### src/rtl/arb_pkg.sv
// Shared types and constants for the round-robin decoder arbiter.
package arb_pkg;

    localparam int unsigned ARB_N   = 8;
    localparam int unsigned ARB_IDW = 3;

    localparam logic [ARB_IDW-1:0] PTR_RST    = '0;
    localparam logic [ARB_IDW-1:0] GNT_ID_RST = '0;

    typedef enum logic {
        StIdle,
        StGrant
    } arb_state_e;

endpackage

### src/rtl/Decoder_3x8.sv
// 3-to-8 one-hot decoder used to expand the registered grant index.
module Decoder_3x8 (
    input  logic [2:0] i_sel,
    output logic [7:0] o_dec
);

    always_comb begin
        o_dec = 8'h00;
        o_dec[i_sel] = 1'b1;
    end

endmodule

### src/rtl/rr_pick.sv
// Round-robin pick: rotate requests to start at i_ptr, take the lowest set bit, un-rotate.
module rr_pick
    import arb_pkg::*;
(
    input  logic [ARB_N-1:0]   i_req,
    input  logic [ARB_IDW-1:0] i_ptr,
    output logic [ARB_IDW-1:0] o_sel_id,
    output logic               o_any
);

    logic [2*ARB_N-1:0] w_dbl;
    logic [ARB_N-1:0]   w_rot;
    logic [ARB_IDW-1:0] w_off;

    assign w_dbl = {i_req, i_req};
    assign w_rot = w_dbl[i_ptr +: ARB_N];

    // Descending scan so the lowest set bit of the rotated vector wins.
    always_comb begin
        w_off = '0;
        for (int i = ARB_N - 1; i >= 0; i--) begin
            if (w_rot[i]) begin
                w_off = ARB_IDW'(i);
            end
        end
    end

    assign o_sel_id = i_ptr + w_off;
    assign o_any    = |i_req;

endmodule

### src/rtl/rr_decoder_arbiter.sv
// Eight-way round-robin arbiter with hold-until-release grants and a decoded one-hot grant.
// Optional forced revocation after MAX_HOLD cycles is compiled in with ARB_TIMEOUT_EN.
module rr_decoder_arbiter
    import arb_pkg::*;
#(
    parameter int unsigned MAX_HOLD = 15
) (
    input  logic               clk,
    input  logic               nrst,
    input  logic [ARB_N-1:0]   req,
    output logic [ARB_N-1:0]   gnt,
    output logic [ARB_IDW-1:0] gnt_id,
    output logic               gnt_valid,
    output logic               timeout
);

    if (MAX_HOLD < 1 || MAX_HOLD > 15) begin : g_bad_max_hold
        $error("MAX_HOLD must be in 1..15");
    end

    arb_state_e         r_state;
    logic [ARB_IDW-1:0] r_ptr;
    logic [ARB_IDW-1:0] r_gnt_id;
    logic               r_gnt_valid;
    logic [3:0]         r_hold_cnt;
    logic               r_timeout;

    logic [ARB_IDW-1:0] w_sel_id;
    logic               w_any;
    logic [ARB_N-1:0]   w_dec;

`ifdef ARB_TIMEOUT_EN
    localparam logic [3:0] HOLD_LAST = 4'(MAX_HOLD - 1);
`endif

    rr_pick u_pick (
        .i_req    (req),
        .i_ptr    (r_ptr),
        .o_sel_id (w_sel_id),
        .o_any    (w_any)
    );

    Decoder_3x8 u_dec (
        .i_sel (r_gnt_id),
        .o_dec (w_dec)
    );

    always_ff @(posedge clk or negedge nrst) begin
        if (!nrst) begin
            r_state     <= StIdle;
            r_ptr       <= PTR_RST;
            r_gnt_id    <= GNT_ID_RST;
            r_gnt_valid <= 1'b0;
            r_hold_cnt  <= 4'd0;
            r_timeout   <= 1'b0;
        end else begin
            r_timeout <= 1'b0;
            unique case (r_state)
                StIdle: begin
                    if (w_any) begin
                        r_gnt_id    <= w_sel_id;
                        r_hold_cnt  <= 4'd0;
                        r_gnt_valid <= 1'b1;
                        r_state     <= StGrant;
                    end
                end
                StGrant: begin
                    if (!req[r_gnt_id]) begin
                        r_state     <= StIdle;
                        r_gnt_valid <= 1'b0;
                        r_ptr       <= r_gnt_id + 1'b1;
`ifdef ARB_TIMEOUT_EN
                    end else if (r_hold_cnt == HOLD_LAST) begin
                        // Owner still requesting at its last allowed cycle: revoke.
                        r_state     <= StIdle;
                        r_gnt_valid <= 1'b0;
                        r_ptr       <= r_gnt_id + 1'b1;
                        r_timeout   <= 1'b1;
`endif
                    end else if (r_hold_cnt != 4'hF) begin
                        r_hold_cnt <= r_hold_cnt + 4'd1;
                    end
                end
                default: r_state <= StIdle;
            endcase
        end
    end

    assign gnt       = w_dec & {ARB_N{r_gnt_valid}};
    assign gnt_id    = r_gnt_id;
    assign gnt_valid = r_gnt_valid;
`ifdef ARB_TIMEOUT_EN
    assign timeout   = r_timeout;
`else
    assign timeout   = 1'b0;
`endif

endmodule

### config.mk
export PLATFORM = sky130hd
export DESIGN_NAME = rr_decoder_arbiter
export DESIGN_NICKNAME = d
export VERILOG_FILES = /design/src/rtl/arb_pkg.sv /design/src/rtl/Decoder_3x8.sv /design/src/rtl/rr_pick.sv /design/src/rtl/rr_decoder_arbiter.sv
export SDC_FILE = /design/constraint.sdc
export NUM_CORES = 1
export LEC_CHECK = 0
export ABC_AREA = 0
export BUFFER_PORTS_ARGS = -buffer_cell sky130_fd_sc_hd__buf_4
export CORE_MARGIN = 5
export CORE_UTILIZATION = 40
export DETAILED_ROUTE_END_ITERATION = 8
export SKIP_LAST_GASP = 1
export SLEW_MARGIN = 20
export SYNTH_ARGS = -nofsm -noshare
export SYNTH_HDL_FRONTEND = slang
export SYNTH_SLANG_ARGS = --single-unit
export TNS_END_PERCENT = 50
### constraint.sdc
create_clock -name clk -period 3.4 [get_ports clk]
set_input_delay 0.85 -clock clk [delete_from_list [all_inputs] [get_ports clk]]
set_output_delay 0.85 -clock clk [all_outputs]
set_load 0.02 [all_outputs]
# Word level (Yosys, flattened, before mapping)
# Index checks and enable logic that the tools add are counted.
# word_totals
output_inout_bits,13
ff_bits,8
inputBits,10
wordCells,37
# op_classes
add_sub_neg,2
bitwise_logic,3
shifts,1
n_reduce_logical,5
magnitude_cmp,2
n_mux,18
n_eq_ne,2
# ops
operator,count
$mux W3,8
$shiftx A16 B4 Y8,1
$and A8 B8 Y8,1
$reduce_or A8 Y1,1
$mux W1,6
$reduce_and A2 Y1,3
$lt A3 B4 Y1 const B,1
$pmux W1 S2,2
$add A3 B1 Y3 const B,1
$add A3 B3 Y3,1
$bmux W1 S3,1
$demux W1 S3,1
$ge A3 B1 Y1 const B,1
$ne A2 B1 Y1 const B,1
$ne A2 B2 Y1 const B,1
$not A1 Y1,2
$logic_and A1 B1 Y1,1

# Longest topological paths before layout
# Gate-level depths: netlist (run 1).
# logic_depth
ltp_word,10
mapped_depth,14
ltp_nobuf,12

# Modules after synthesis
# Synthesis (run 1) repeated with hierarchy kept, for this count alone.
# unflattened
cells_unflattened,98
hier_area_um2,1044.8
# by_module_without_submodules
mod,cells_each,area_each_um2,seq_area_each_um2,n_inst
rr_pick,50,519.2,0.0,1
rr_decoder_arbiter,40,460.4,200.2,1
Decoder_3x8,8,65.1,0.0,1

# Worst setup path after synthesis (run 1)
# Ideal clock, no wire load.
# synth_path
path_type,input port to flip-flop
start,in req[3]
end,reg r_gnt_id[2] (netlist: gnt_id[2])
stages,12
arrival_ns,2.816
setup_slack_ns,0.439
required_time_ns,3.254
n_path_buf,0
setup_time_ns,0.146
cell_sequence,mux4_1 > inv_1 > a21oi_1 > o21ai_0 > a221oi_1 > o22ai_1 > ha_1 > inv_1 > fa_1 > xnor2_1 > xnor2_1 > a21oi_1
# synth_between
elab_chain_len,10
elab_cells_between_ends,12
classes_between,add/sub (1); shift (1); mux (8); reduce/logical (2)
# synth_lines
item,line,text
start: declaration,rr_decoder_arbiter.sv:10,"input logic [ARB_N-1:0] req,"
$shiftx A16 B4 Y8,rr_pick.sv:16,assign w_rot = w_dbl[i_ptr +: ARB_N];
$mux W3 (8 in series),rr_pick.sv:22,if (w_rot[i]) begin
$add A3 B3 Y3,rr_pick.sv:28,assign o_sel_id = i_ptr + w_off;
end signal: assignment,rr_decoder_arbiter.sv:61,r_gnt_id <= w_sel_id;
end: declaration,rr_decoder_arbiter.sv:23,logic [ARB_IDW-1:0] r_gnt_id;
# Parallel ways exist; a longest one is shown, timed or not.
# A chain may end at the register's enable or synchronous reset.

# Final worst setup path (run 1)
# layout_path
start,reg r_ptr[1]
end,reg r_gnt_id[2] (netlist: gnt_id[2])
# layout_between
elab_chain_len,10
# layout_lines
item,line,text
start: declaration,rr_decoder_arbiter.sv:22,logic [ARB_IDW-1:0] r_ptr;
start signal: assignment,rr_decoder_arbiter.sv:71,r_ptr <= r_gnt_id + 1'b1;
$shiftx A16 B4 Y8,rr_pick.sv:16,
$mux W3 (8 in series),rr_pick.sv:22,
$add A3 B3 Y3 *,rr_pick.sv:28,
# Every way passes the cells marked *; elsewhere a longest branch is shown, timed or not.

==> results_dict.tcl, run 1 <==
set metrics [dict create \
    drv_cap 0 \
    ctsResizeCount 0 \
    core_um2 2760 \
    via_per_inst 5.90 \
    cp_cell_sequence "buf_4 -> inv_6 -> o31ai_1 -> a21oi_1 -> a2111o_1 -> a221oi_1 -> o22ai_1 -> ha_1 -> inv_1 -> fa_1 -> xnor2_1 -> xnor2_1 -> a21oi_1" \
    drv_slew 0 \
    multi_input_area_um2 868 \
    finalWorstSetupSlack_ns 0.371 \
    grt_remaining_overflow 0 \
    start_util_pct 41.5 \
    die_w_um 63.5 \
    cp_max_fo 14 \
    io_buffers 21 \
    cp_top_family "compound AO/OA/AOI/OAI gates" \
    fin_skew_ns 0.00319 \
    grt_pass1_vias 1071 \
    timing.final.hold_violations 0 \
    hpwl_um 2200 \
    rsz0062_at_grt "false" \
    cts_root_buf "clkbuf_4" \
    syn-instance-count 122 \
    grt_pass1_wl_um 5070 \
    clk_pin_slew_ns 0.05 \
    yosysUniqueCellTypes 35 \
    yosysTopAreaCellShare_pct 17.5 \
    post-place-ws_ns 0.102 \
    ys_warn_count 0 \
    arrival_ns 3.13 \
    yosysTopAreaCell "dfrtp_1" \
    final_cell_mix "buf_4, nor2_1, a21oi_1, mux2i_1, dfrtp_1" \
    seq_area_um2 200 \
    route.detailed.drc 0 \
    numCtsBuffers 3 \
    syn-num-nets 135 \
    cts_hold_buf 0 \
    wl_per_cell_um 16.9 \
    slowest_delay_ns 0.74 \
    fillCellCount 264 \
    start_kind "flip-flop" \
    placementRows 19 \
    worstSetupPathType "flip-flop to flip-flop" \
    wl_um 2900 \
    setup_viol 0 \
    antenna_left 0 \
    crit_required_ns 3.50 \
    synthTopCellsByArea "dfrtp_1, mux4_1, mux4_2" \
    synthToLayoutAreaGrowth_pct 17.3 \
    track_usage_pct 15.4 \
    hp-class "input port to async pin" \
    clock_path_buffers 2 \
    cp_num_buf_inv 3 \
    power_leakage_nw 0.595 \
    htreeDepth 1 \
    seq_area_frac_synth_pct 17.5 \
    dr.pass1.iters 4 \
    grt_max_degree 19 \
    fin_tns_setup_ns 0 \
    dieHeight_um 63.5 \
    max_slew_margin_pct 57.4 \
    final_common_cell "buf_4" \
    min_period_ns 3.03 \
    synth-seq-cells 8 \
    drive_gt1_share_pct 29.1 \
    antenna_found_initial 0 \
    rr_worst_depth 13 \
    dieArea_um2 4030 \
    syn_area_um2 1140 \
    layout.nets 156 \
    max_freq_mhz 330 \
    postCtsSetupBuffers 0 \
    pwr_density_cell_nw_per_um2 904 \
    cts_tree "done" \
    status "complete, no violations" \
    synth.avg_cell_area_um2 9.37 \
    end_kind "flip-flop" \
    via_count 1015 \
    diodes 0 \
    globalplace.congestion 0.949 \
    worst_skew_pair.late_latency_ns 0.25 \
    worst_pin_slew_ns 0.638 \
    crit_path_top_delay_cell "dfrtp_1" \
    drtIter0Drc 31 \
    fin_crit_sh_pct 89.1 \
    crit_cells 13 \
    io_pins 23 \
    vdd_drop_max_mv 0.794 \
    finish.utilization_pct 48.6 \
    cts.sinks 8 \
]
[routing by layer]
layer | track usage [%] | vias up | part of all wire, %
met4 | 1.30 | 0 | 0
met3 | 2.66 | 0 | 4.6
met5 | 0 | - | 0
met1 | 19.4 | 494 | 42
li1 | - | 487 | -
met2 | 28.3 | 34 | 53
[metrics by stage]
| step | power, W | area [µm²] | instances | hold slack [ns] |
|---|---|---|---|---|
| 5_1_grt | 0.00133 | 1340 | 172 | 0.400 |
| 2_1_floorplan | 0.000917 | 1140 | 122 | 0.521 |
| 6_report | 0.00121 | 1340 | 172 | 0.406 |
| 4_1_cts | 0.00123 | 1340 | 172 | 0.402 |
| 3_5_place_dp | 0.00115 | 1320 | 169 | 0.548 |
| 3_3_place_gp | 0.00113 | 1320 | 169 | 0.541 |
[report_power, final]
part | total, W | internal [W] | switching, W
logic | 0.000892 | 0.000447 | 0.000445
registers | 0.000251 | 0.000147 | 0.000104
clock network | 0.0000691 | 0.0000402 | 0.0000289
total | 0.00121 | 0.000634 | 0.000578
[worst paths after layout]
| check | startpoint | endpoint | slack (ns) |
|---|---|---|---|
| worst max-delay path | r_ptr[1]$_DFFE_PN0P_ | gnt_id[2]$_DFFE_PN0P_ | 0.37 |
| worst min-delay path | nrst | r_state$_DFF_PN0_ | 0.41 |
| worst max register to register | r_ptr[1]$_DFFE_PN0P_ | gnt_id[2]$_DFFE_PN0P_ | 0.37 |
| worst min register to register | r_state$_DFF_PN0_ | r_state$_DFF_PN0_ | 0.55 |
| max in group asynchronous | nrst | gnt_valid$_DFFE_PN0P_ | 2.87 |
| min in group clk | r_state$_DFF_PN0_ | r_state$_DFF_PN0_ | 0.55 |
[area by class of cell]
type                    instances  share of cell area (%)
clock buffers                   3                    1.68
inverters                       7                    2.33
multi-input cells              99                    64.7
flip-flops and latches          8                    14.9
well taps                      31                    2.89
repair buffers                 24                    13.4
[cells in the mapped netlist]
master and instances:
a21o_1 1, a221oi_1 1, buf_1 1, dfrtp_1 8
mux4_1 6, xnor2_1 2, a211oi_2 1, o22ai_1 1
fa_1 1, nand2b_1 5, a41oi_1 1, o21a_1 2
inv_6 1, a21oi_1 11, buf_2 2, or2_1 1
nor2_1 23, mux4_2 7, mux2_2 5, conb_1 1
o21ai_0 4, inv_1 6, o31ai_1 1, nand3_1 1
xor2_1 1, nor2b_1 1, ha_1 2, nand2_1 7
mux2i_1 9, buf_4 1, o21bai_1 1, a2111o_1 1
buf_6 1, nor3_1 2, clkbuf_1 3
[worst reg2reg max path: cells and delay by family (launching register included)]
family | cells | cell delay, ns
flip-flops | 1 | 0.74
buffers and inverters | 3 | 0.41
AO/OA/AOI/OAI | 6 | 1.13
XOR/XNOR | 2 | 0.27
adder cells (fa/ha/maj) | 2 | 0.35
[sequential cells by signal (all words and copies together) (netlist names)]
| signal | count |
|---|---|
| gnt_valid | 1 |
| r_state | 1 |
| gnt_id | 3 |
| r_ptr | 3 |
[cells by family after synthesis]
kind of cell | share of synthesized area (%)
xor gates and xnor gates | 2.30
buffers and inverters | 6.56
muxes | 40.4
adders and majority gates | 3.94
and+or+nand+nor | 15.0
AOI/OAI and AO/OA | 14.0
DFF | 17.5
other | 0.328
Power figures use the tool's default switching activity.
==> inputs of run 2 (changes only) <==
--- a/config.mk
+++ b/config.mk
@@ -6,9 +6,10 @@
 export NUM_CORES = 1
 export LEC_CHECK = 0
 export ABC_AREA = 0
-export BUFFER_PORTS_ARGS = -buffer_cell sky130_fd_sc_hd__buf_4
+export BUFFER_PORTS_ARGS = -buffer_cell sky130_fd_sc_hd__buf_2
 export CORE_MARGIN = 5
 export CORE_UTILIZATION = 40
+export CTS_CLUSTER_DIAMETER = 60
 export DETAILED_ROUTE_END_ITERATION = 8
 export SKIP_LAST_GASP = 1
 export SLEW_MARGIN = 20
==> results_dict.tcl, run 2 (synthesis results as in run 1) <==
set metrics [dict create \
    crit_required_ns 3.51 \
    timing.final.hold_violations 0 \
    setup_viol 0 \
    grtUsageMet1_pct 18.7 \
    worst_skew_pair.late_latency_ns 0.25 \
    grt_pass1_wl_um 4420 \
    postCtsSetupBuffers 0 \
    grt_use_met2_pct 21.6 \
    dieHeight_um 63.5 \
    grt_max_degree 19 \
    fin_skew_ns 0.00465 \
    postPlaceCellArea_um2 1270 \
    drtIter0Drc 29 \
    clock_path_buffers 2 \
    worstSetupPathType "flip-flop to flip-flop" \
    arrival_ns 3.16 \
    io_buffers 21 \
    diodes 0 \
    antenna_left 0 \
    core_um2 2760 \
    drv_slew 0 \
    power_leakage_nw 0.583 \
    clk_pin_slew_ns 0.06 \
    io_pins 23 \
    grt_busiest_layer "met2" \
    hp-class "input port to async pin" \
    globalplace.congestion 0.819 \
    status "complete, no violations" \
    htreeDepth 1 \
    die_w_um 63.5 \
    start_kind "flip-flop" \
    cts_root_buf "clkbuf_4" \
    vdd_drop_max_mv 0.675 \
    placementRows 19 \
    final_cell_mix "nor2_1, buf_2, a21oi_1, mux2i_1, dfrtp_1" \
    cts_hold_buf 0 \
    drive_gt1_share_pct 29.1 \
    synthToLayoutAreaGrowth_pct 12.7 \
    cts.sinks 8 \
    start_util_pct 41.5 \
    grt_pass1_vias 964 \
    fin_tns_setup_ns 0 \
    rsz0062_at_grt "false" \
    fin_crit_sh_pct 89.6 \
    cp_max_fo 16 \
    end_kind "flip-flop" \
    wl_per_cell_um 15.6 \
    drv_cap 0 \
    dieArea_um2 4030 \
    dr.pass1.iters 5 \
    antenna_found_initial 0 \
    via_per_inst 5.90 \
    route.detailed.drc 0 \
    max_freq_mhz 328 \
    ctsResizeCount 0 \
    max_slew_margin_pct 51.9 \
    pwr_density_cell_nw_per_um2 907 \
    numCtsBuffers 3 \
    hpwl_um 2030 \
    worst_pin_slew_ns 0.721 \
    grt_remaining_overflow 0 \
    track_usage_pct 13.5 \
    final_common_cell "nor2_1" \
    cts_tree "done" \
    min_period_ns 3.05 \
    wl_um 2690 \
    layout.nets 156 \
    via_count 1014 \
    met3_usage_pct 1.07 \
    fin_area_um2 1290 \
]
run 2: routing by layer:
metal / part of all wire, % / vias to the layer above
li1: - / 492
met1: 45 / 491
met2: 50 / 31
met3: 4.2 / 0
met4: 0 / 0
met5: 0 / -
run 2: critical path, cell delays in order, from the launching register on:
cell and delay (ns):
dfrtp_1 0.81, mux4_1 0.67, a21oi_1 0.16, o21ai_0 0.11
a221oi_1 0.27, o22ai_1 0.12, ha_1 0.18, inv_1 0.06
fa_1 0.17, xnor2_1 0.13, xnor2_1 0.14, a21oi_1 0.08
run 2: cell type report:
class / count / area [µm²]
Fill cell: 257 / 1470
Clock buffer: 3 / 22.5
Tap cell: 31 / 38.8
Sequential cell: 8 / 200
Timing Repair Buffer: 24 / 128
Multi-Input combinational cell: 99 / 868
Inverter: 7 / 31.3
run 2: per-stage QoR:
stage                     total power (W)  util, %  instances  hold slack [ns]  setup slack, ns
final                             0.00117     46.7        172            0.423            0.353
after global routing              0.00127     46.7        172            0.432            0.135
after CTS                         0.00118     46.7        172            0.424            0.335
after detailed placement          0.00111     45.9        169            0.537            0.129
after global placement            0.00109     45.9        169            0.541            0.215
after floorplan                  0.000917        -        122            0.521            0.439
run 2: final timing paths:
check	from	to	slack, ns	cells past startpoint
max in group asynchronous	nrst	r_state$_DFF_PN0_	2.81	1
min reg2reg	gnt_valid$_DFFE_PN0P_	gnt_valid$_DFFE_PN0P_	0.55	1
min in group clk	gnt_valid$_DFFE_PN0P_	gnt_valid$_DFFE_PN0P_	0.55	1
min	nrst	gnt_id[1]$_DFFE_PN0P_	0.42	1
max reg2reg	r_ptr[1]$_DFFE_PN0P_	gnt_id[2]$_DFFE_PN0P_	0.35	11
max	r_ptr[1]$_DFFE_PN0P_	gnt_id[2]$_DFFE_PN0P_	0.35	11
run 2: power by group:
group	internal, W	switching (W)	total [W]	leakage [nW]
combinational	0.000415	0.000428	0.000843	0.478
clock	0.0000404	0.0000328	0.0000732	0.0138
sequential	0.000147	0.000106	0.000253	0.0918
